--- config.mk ---
export PLATFORM = sky130hd
export DESIGN_NAME = fetch_ctrl
export DESIGN_NICKNAME = d
export VERILOG_FILES = /design/src/rtl/fetch_ctrl.sv
export SDC_FILE = /design/constraint.sdc
export NUM_CORES = 1
export LEC_CHECK = 0
export ABC_AREA = 1
export BUFFER_PORTS_ARGS = -buffer_cell sky130_fd_sc_hd__buf_2
export CAP_MARGIN = 10
export CORE_MARGIN = 2
export CORE_UTILIZATION = 56
export CTS_CLUSTER_SIZE = 30
export DETAILED_ROUTE_END_ITERATION = 8
export PLACE_DENSITY = 0.8
export RECOVER_POWER = 25
export SYNTH_ARGS = -nofsm -noshare
export SYNTH_HDL_FRONTEND = slang
export SYNTH_SLANG_ARGS = --single-unit
export TNS_END_PERCENT = 20
--- constraint.sdc ---
create_clock -name clk -period 2.2 [get_ports clk]
set_input_delay 0.33 -clock clk [delete_from_list [all_inputs] [get_ports clk]]
set_output_delay 0.33 -clock clk [all_outputs]
set_load 0.005 [all_outputs]
--- src/rtl/fetch_ctrl.sv ---
// Fetch-stage sequencer: owns the fetch PC, runs the I-memory read handshake and feeds the IR.
// Latency: a response with no stall loads the IR in the same cycle; the next request goes out on the following cycle.
// Backpressure: a stall at response time parks the word in a one-entry buffer and suspends requests until stall drops.
module fetch_ctrl #(
    parameter logic [15:0] PC_RESET  = 16'h0000,
    parameter logic [15:0] FLUSH_NOP = 16'h0000
) (
    input  logic        clk,
    input  logic        reset,
    output logic        imem_read,
    output logic [15:0] imem_address,
    input  logic        imem_resp,
    input  logic [15:0] imem_rdata,
    input  logic        stall,
    input  logic        redirect,
    input  logic [15:0] redirect_pc,
    output logic        ir_load,
    output logic [15:0] ir_in,
    output logic        ir_valid,
    output logic [15:0] pc_out
);

    // FETCH: request outstanding. HOLD: word parked, waiting for stall to drop.
    // DRAIN: redirect arrived mid-request; finish the old read, then jump.
    typedef enum logic [1:0] {
        FETCH = 2'd0,
        HOLD  = 2'd1,
        DRAIN = 2'd2
    } state_t;

    state_t      state;
    logic [15:0] pc;
    logic [15:0] hold_buf;
    logic [15:0] tgt;
    logic [15:0] redirect_tgt;
    logic [15:0] pc_next;

    // Instructions are halfword aligned, so the target's low bit is dropped.
    assign redirect_tgt = redirect_pc & 16'hFFFE;
    // Sequential fetch wraps naturally at 16 bits.
    assign pc_next      = pc + 16'd2;

    // The address stays on pc in every state; DRAIN never moves pc until the old read completes.
    assign imem_address = pc;
    assign imem_read    = !reset && (state != HOLD);

    // IR write port: flush on reset/redirect, otherwise pass the arriving or parked word when downstream accepts.
    always_comb begin
        ir_load = 1'b0;
        ir_in   = FLUSH_NOP;
        if (reset || redirect) begin
            ir_load = 1'b1;
            ir_in   = FLUSH_NOP;
        end else begin
            case (state)
                FETCH: begin
                    if (imem_resp && !stall) begin
                        ir_load = 1'b1;
                        ir_in   = imem_rdata;
                    end
                end
                HOLD: begin
                    if (!stall) begin
                        ir_load = 1'b1;
                        ir_in   = hold_buf;
                    end
                end
                default: begin
                    ir_load = 1'b0;
                    ir_in   = FLUSH_NOP;
                end
            endcase
        end
    end

    // Sequencer state, fetch PC, parked word, pending redirect target and IR tracking registers.
    always_ff @(posedge clk) begin
        if (reset) begin
            state    <= FETCH;
            pc       <= PC_RESET;
            hold_buf <= 16'h0000;
            tgt      <= 16'h0000;
            pc_out   <= 16'h0000;
            ir_valid <= 1'b0;
        end else begin
            // A redirect always flushes the IR, whatever the state.
            if (redirect) begin
                ir_valid <= 1'b0;
            end
            case (state)
                FETCH: begin
                    if (redirect) begin
                        if (imem_resp) begin
                            // Read finished this cycle; its data is stale, jump right away.
                            pc <= redirect_tgt;
                        end else begin
                            // Read still in flight; it must complete on the old address first.
                            tgt   <= redirect_tgt;
                            state <= DRAIN;
                        end
                    end else if (imem_resp) begin
                        if (stall) begin
                            hold_buf <= imem_rdata;
                            state    <= HOLD;
                        end else begin
                            pc_out   <= pc;
                            ir_valid <= 1'b1;
                            pc       <= pc_next;
                        end
                    end
                end
                HOLD: begin
                    if (redirect) begin
                        pc    <= redirect_tgt;
                        state <= FETCH;
                    end else if (!stall) begin
                        pc_out   <= pc;
                        ir_valid <= 1'b1;
                        pc       <= pc_next;
                        state    <= FETCH;
                    end
                end
                DRAIN: begin
                    if (imem_resp) begin
                        // Old read done; go to the newest target seen.
                        pc    <= redirect ? redirect_tgt : tgt;
                        state <= FETCH;
                    end else if (redirect) begin
                        tgt <= redirect_tgt;
                    end
                end
                default: begin
                    state <= FETCH;
                end
            endcase
        end
    end

endmodule

==> flow_summary.json, run 1 <==
{
  "outcome": "finished, final reports clean",
  "rows": 28,
  "yosys.area_share.xor_xnor": 0.002525,
  "rr_worst_depth": 6,
  "seq_area_um2": 1341,
  "fin_setup_tns_ps": 0,
  "dp.cells": 665,
  "root_buffer": "clkbuf_8",
  "cts_tree": "built",
  "coreArea_um2": 5956,
  "grt_max_degree": 32,
  "p_leak_uw": 0.001789,
  "antenna_found_initial": 0,
  "cts_setup_buffers": 0,
  "ant_nets": 0,
  "synth.top_cells.by_area": "dfxtp_1 (39%), nand2_1 (12%), a21oi_1 (10%)",
  "fin_crit_sh": 0.9082,
  "grt_pass1_vias": 3162,
  "pre_cts_ws_ps": 481.8,
  "start_kind": "flip-flop",
  "peakVddDrop_mv": 0.5123,
  "min-delay-path-class": "primary input to flip-flop",
  "worstPathArrival_ps": 1670,
  "viasPerCell": 5.595,
  "setup_violations": 0,
  "gr-total-overflow": 0,
  "cts-resized-gates": 0,
  "drv_slew": 0,
  "ys_seq_area_frac": 0.3867,
  "critPathRequiredTime_ps": 1870,
  "pin_count": 88,
  "cts_made_buffers": 9,
  "p_per_area_nw_per_um2": 692.6,
  "hold_violations": 0,
  "yosys.area_share.adder": 0.003608,
  "fp.dieH_um": 82.70,
  "crit_fanout": 16,
  "dr_total_vias": 3810,
  "wl_per_cell_um": 13.53,
  "clock_skew_ps": 10.38,
  "whs_path_depth": 3,
  "worst_slew_margin_rel": 0.5392,
  "fin_nets": 639,
  "drc": 0,
  "synthesis.area_um2": 3468,
  "clock_latency_ps": 350,
  "synth_mux_area_frac": 0,
  "syn_to_final_growth_pct": 18.72,
  "multi_input_area_um2": 1807,
  "synth-simple-area-share": 0.2843,
  "grt_pass1_wl_mm": 14.00,
  "ys_seq_elements": 67,
  "synth_top_cell_area_share": 0.3867,
  "wl_mm": 9.211,
  "syn_nets": 559,
  "portBuffers": 86,
  "fmax_ghz": 0.5005,
  "postSynthAreaPerCell_um2": 6.657,
  "worst_pin_slew_ps": 689.5,
  "dp_hpwl_mm": 6.233,
  "start_util": 0.5824,
  "cts.sinks": 67,
  "yosys.area.top_type": "dfxtp_1",
  "fin_cells": 681,
  "cts_max_level": 3,
  "clkTransAtPathRegs_ps": 70,
  "rsz0062_at_grt": "no",
  "drv_cap": 0,
  "cp-end-kind": "output port",
  "finalWorstSetupSlack_ps": 201.9,
  "diodes": 0,
  "ys_warn_count": 0,
  "firstDrtPassIters": 5,
  "period_needed_ps": 1998,
  "drive_above_1_share": 0.1865,
  "grt_use_total": 0.2665,
  "regToRegSetupSlack_ps": 340,
  "cts_buffer_depth": 2,
  "syn_inst": 521,
  "synth_top_family_by_area": "simple AND/OR/NAND/NOR gates",
  "place.gp.congestion": 0.8756,
  "hold_buffers": 0,
  "drtIter0Drc": 288,
  "synth-compound-area-share": 0.2327,
  "dieArea_um2": 6839,
  "critPathKind": "flip-flop to output port",
  "die_w_um": 82.70,
  "ys_types": 31,
  "nFillCells": 552
}
cell type report:
type	count	share of cell area
clock buffers	12	0.04011
clock inverters	4	0.01155
inverters	40	0.03646
multi-input cells	384	0.4388
flip-flops and latches	67	0.3257
well taps	75	0.02279
repair buffers	99	0.1246
report_power, final:
part | switching [µW] | internal (µW) | total [µW]
combinational | 258 | 155 | 413
sequential | 73.6 | 1290 | 1360
clock | 468 | 612 | 1080
registers in the layout, summed over array words and instances (netlist names):
register	cells
hold_buf	16
imem_address	16
ir_valid	1
pc_out	16
state	2
tgt	16
cells by family (layout without fill, tap and decap cells):
group           after synthesis  in the layout
simple gates                232            232
buf+inv                      70            155
flops                        67             67
xor+xnor                      1              1
compound gates              150            150
fa+ha+maj                     1              1
stage by stage:
step | util | instance area [µm²] | hold WS (ps) | power (µW)
6_report | 0.6914 | 4118 | 224.9 | 2852
5_1_grt | 0.6914 | 4118 | 232.3 | 2986
3_5_place_dp | 0.6616 | 3940 | 451.6 | 1795
3_3_place_gp | 0.6616 | 3940 | 444.7 | 1781
2_1_floorplan | - | 3468 | 440.6 | 1637
4_1_cts | 0.6973 | 4153 | 216.1 | 2867
final timing paths:
check,from,end
min reg2reg,pc_out[11],pc_out[11]
max reg2reg,state[1],tgt[3]
min,imem_rdata[1],hold_buf[1]
max,state[1],ir_in[10]
critical path: stages (launching register included):
cell and delay, ps:
dfxtp_1 380, inv_2 100, nand2_2 70, nor2_2 80, buf_4 220, nand2_1 70
a211oi_1 240, buf_2 160
cells in the final DEF (no fill, tap or decap), types with 2 or more instances in the layout:
| cell | count |
|---|---|
| buf_2 | 64 |
| nand2_1 | 111 |
| nand4_1 | 3 |
| clkbuf_8 | 12 |
| o21ai_0 | 49 |
| a21oi_1 | 72 |
| dfxtp_1 | 67 |
| nor2_1 | 74 |
| inv_1 | 32 |
| nor2_4 | 2 |
| nor2_2 | 4 |
| nand3_1 | 29 |
| a22oi_1 | 15 |
| inv_2 | 7 |
| a31oi_1 | 5 |
| nand2_2 | 3 |
| o21ai_1 | 5 |
| buf_4 | 12 |
| nor3_1 | 2 |
| clkinv_2 | 2 |
| clkbuf_1 | 22 |
layer usage:
layer  GRT usage  wire (µm)  part of all wire  up-vias
li1            -          -                 -     1892
met1      0.3687       4299              0.47     1749
met2      0.4153       4102              0.45      157
met3     0.04565        706             0.077       12
met4      0.1016        101             0.011        0
met5           0          0                 0        -
synth_stat cells (all sizes together):
cell	count
a221oi	1
nor2	80
nand2	115
nand3	30
a22oi	15
or2	1
a31oi	5
nand4	3
xnor2	1
a211oi	1
inv	39
clkinv	1
a311oi	1
clkbuf	9
o21bai	1
o21ai	54
a21oi	72
buf	21
ha	1
dfxtp	67
nor3	3
Note: power is estimated with default switching activity, not from simulation.
==> run 2: changes to the inputs <==
--- a/config.mk
+++ b/config.mk
@@ -8,11 +8,10 @@
 export ABC_AREA = 1
 export BUFFER_PORTS_ARGS = -buffer_cell sky130_fd_sc_hd__buf_2
 export CAP_MARGIN = 10
-export CORE_MARGIN = 2
-export CORE_UTILIZATION = 56
+export CORE_UTILIZATION = 48
 export CTS_CLUSTER_SIZE = 30
 export DETAILED_ROUTE_END_ITERATION = 8
-export PLACE_DENSITY = 0.8
+export PLACE_DENSITY = 0.72
 export RECOVER_POWER = 25
 export SYNTH_ARGS = -nofsm -noshare
 export SYNTH_HDL_FRONTEND = slang
==> constraint.sdc (replaced) <==
create_clock -name clk -period 1.66 [get_ports clk]
set_input_delay 0.249 -clock clk [delete_from_list [all_inputs] [get_ports clk]]
set_output_delay 0.249 -clock clk [all_outputs]
set_load 0.005 [all_outputs]
==> flow_summary.json, run 2 (synthesized netlist as in run 1, its figures left out) <==
{
  "worstPathArrival_ps": 1430,
  "fin_worst_hold_slack_ps": 139.4,
  "critPathRequiredTime_ps": 1410,
  "p_per_area_nw_per_um2": 854.6,
  "worst_slew_margin_rel": 0.7858,
  "layout_commonest_cell": "nand2_1",
  "grt_max_degree": 30,
  "period_needed_ps": 1682,
  "hold_buffers": 0,
  "antenna_found_initial": 0,
  "cts.sinks": 67,
  "nFillCells": 661,
  "cts_made_buffers": 9,
  "portBuffers": 86,
  "r2r-start": "state[1]",
  "place.gp.congestion": 0.8564,
  "peakVddDrop_mv": 0.4063,
  "die_w_um": 87.01,
  "crit_fanout": 8,
  "final_util": 0.6242,
  "drtIter0Drc": 269,
  "rsz0062_at_grt": "yes",
  "clkTransAtPathRegs_ps": 70,
  "fin_crit_sh": 1.013,
  "fin_nets": 652,
  "cts_buffer_depth": 2,
  "crit_path_start": "state[1]",
  "violations": "setup timing",
  "min_from": "imem_rdata[9]",
  "cp-end-kind": "output port",
  "clock_latency_ps": 350,
  "rows": 30,
  "finalWorstSetupSlack_ps": -22.14,
  "drive_above_1_share": 0.2375,
  "diodes": 0,
  "wl_per_cell_um": 13.75,
  "setup_violations": 4,
  "min-delay-path-class": "primary input to flip-flop",
  "firstDrtPassIters": 6,
  "pin_count": 88,
  "hold_violations": 0,
  "start_kind": "flip-flop",
  "outcome": "finished, violations left",
  "drv_cap": 0,
  "dr_total_vias": 3820,
  "worst_pin_slew_ps": 320.9,
  "coreArea_um2": 6869,
  "dieArea_um2": 7570,
  "drc": 0,
  "gr-total-overflow": 0,
  "fmax_ghz": 0.5945,
  "grt_pass1_vias": 3265,
  "p_leak_uw": 0.001903,
  "regToRegSetupSlack_ps": 60,
  "seq_area_um2": 1349,
  "cts_max_level": 3,
  "critPathKind": "flip-flop to output port",
  "fp.dieH_um": 87.01,
  "cts_tree": "built",
  "wl_mm": 9.833,
  "grt_use_total": 0.2655,
  "final_cell_mix": "nand2_1 (110), buf_2 (79), nor2_1 (74)",
  "root_buffer": "clkbuf_8",
  "multi_input_area_um2": 1849,
  "grt_pass1_wl_mm": 15.53,
  "clock_skew_ps": 10.01,
  "drv_slew": 0,
  "ant_nets": 0,
  "viasPerCell": 5.343,
  "dp_hpwl_mm": 6.589,
  "start_util": 0.5049,
  "syn_to_final_growth_pct": 23.63
}
[run 2: cell count changes in the layout (fill, tap and decap cells not counted), moves of 3 or more]
cell,previous run,this run
buf_4,12,19
a22oi_1,15,12
a22oi_2,0,3
clkbuf_1,22,10
buf_2,64,79
buf_6,0,4
[run 2: critical path, cell delays in order, from the launching register on]
cell     delay, ps
dfxtp_4        360
inv_4           60
nand2_4         50
nor2_4         130
buf_6          160
a22oi_2         80
nor2_1         110
buf_2          130
[run 2: what timing repair did]
action                                  4_1_cts  5_1_grt
cloned                                        2        0
buffers inserted                              2        1
resized for setup                            18        2
endpoints found under the setup margin       17       20
pin swaps                                     3        4
[run 2: routing by layer]
layer | GRT usage | vias to the layer above | share of wire
li1 | - | 1914 | -
met1 | 0.3707 | 1763 | 0.47
met2 | 0.4123 | 134 | 0.46
met3 | 0.05403 | 9 | 0.061
met4 | 0.08030 | 0 | 0.0092
met5 | 0 | - | 0
[run 2: final cells by class]
class,instances,area share
clock buffer,12,0.03618
clock inverter,4,0.005836
inverter,40,0.03560
multi-input combinational,384,0.4313
sequential,67,0.3146
tap,96,0.02801
timing repair buffer,112,0.1485
[run 2: final timing paths]
kind / endpoint / depth (start not counted)
worst min register to register: pc_out[7] / 2
worst min-delay path: hold_buf[9] / 3
worst max register to register: tgt[3] / 7
worst max-delay path: ir_in[8] / 7
[run 2: per-stage QoR]
step	setup slack, ps	power (µW)	std cells	TNS (ps)	area, µm²
floorplan	317.0	2169	521	0	3468
global placement	262.3	2387	694	0	4026
detailed placement	219.8	2407	694	0	4026
CTS	-22.35	3672	714	-55.07	4287
global route	-129.9	3840	715	-1139	4288
finish	-22.14	3664	715	-39.31	4288
[run 2: power breakdown]
| group | switching [µW] | internal [µW] | total (µW) |
|---|---|---|---|
| Combinational | 373 | 237 | 610 |
| Clock | 649 | 619 | 1270 |
| Sequential | 84.9 | 1700 | 1790 |
| Total | 1110 | 2560 | 3660 |
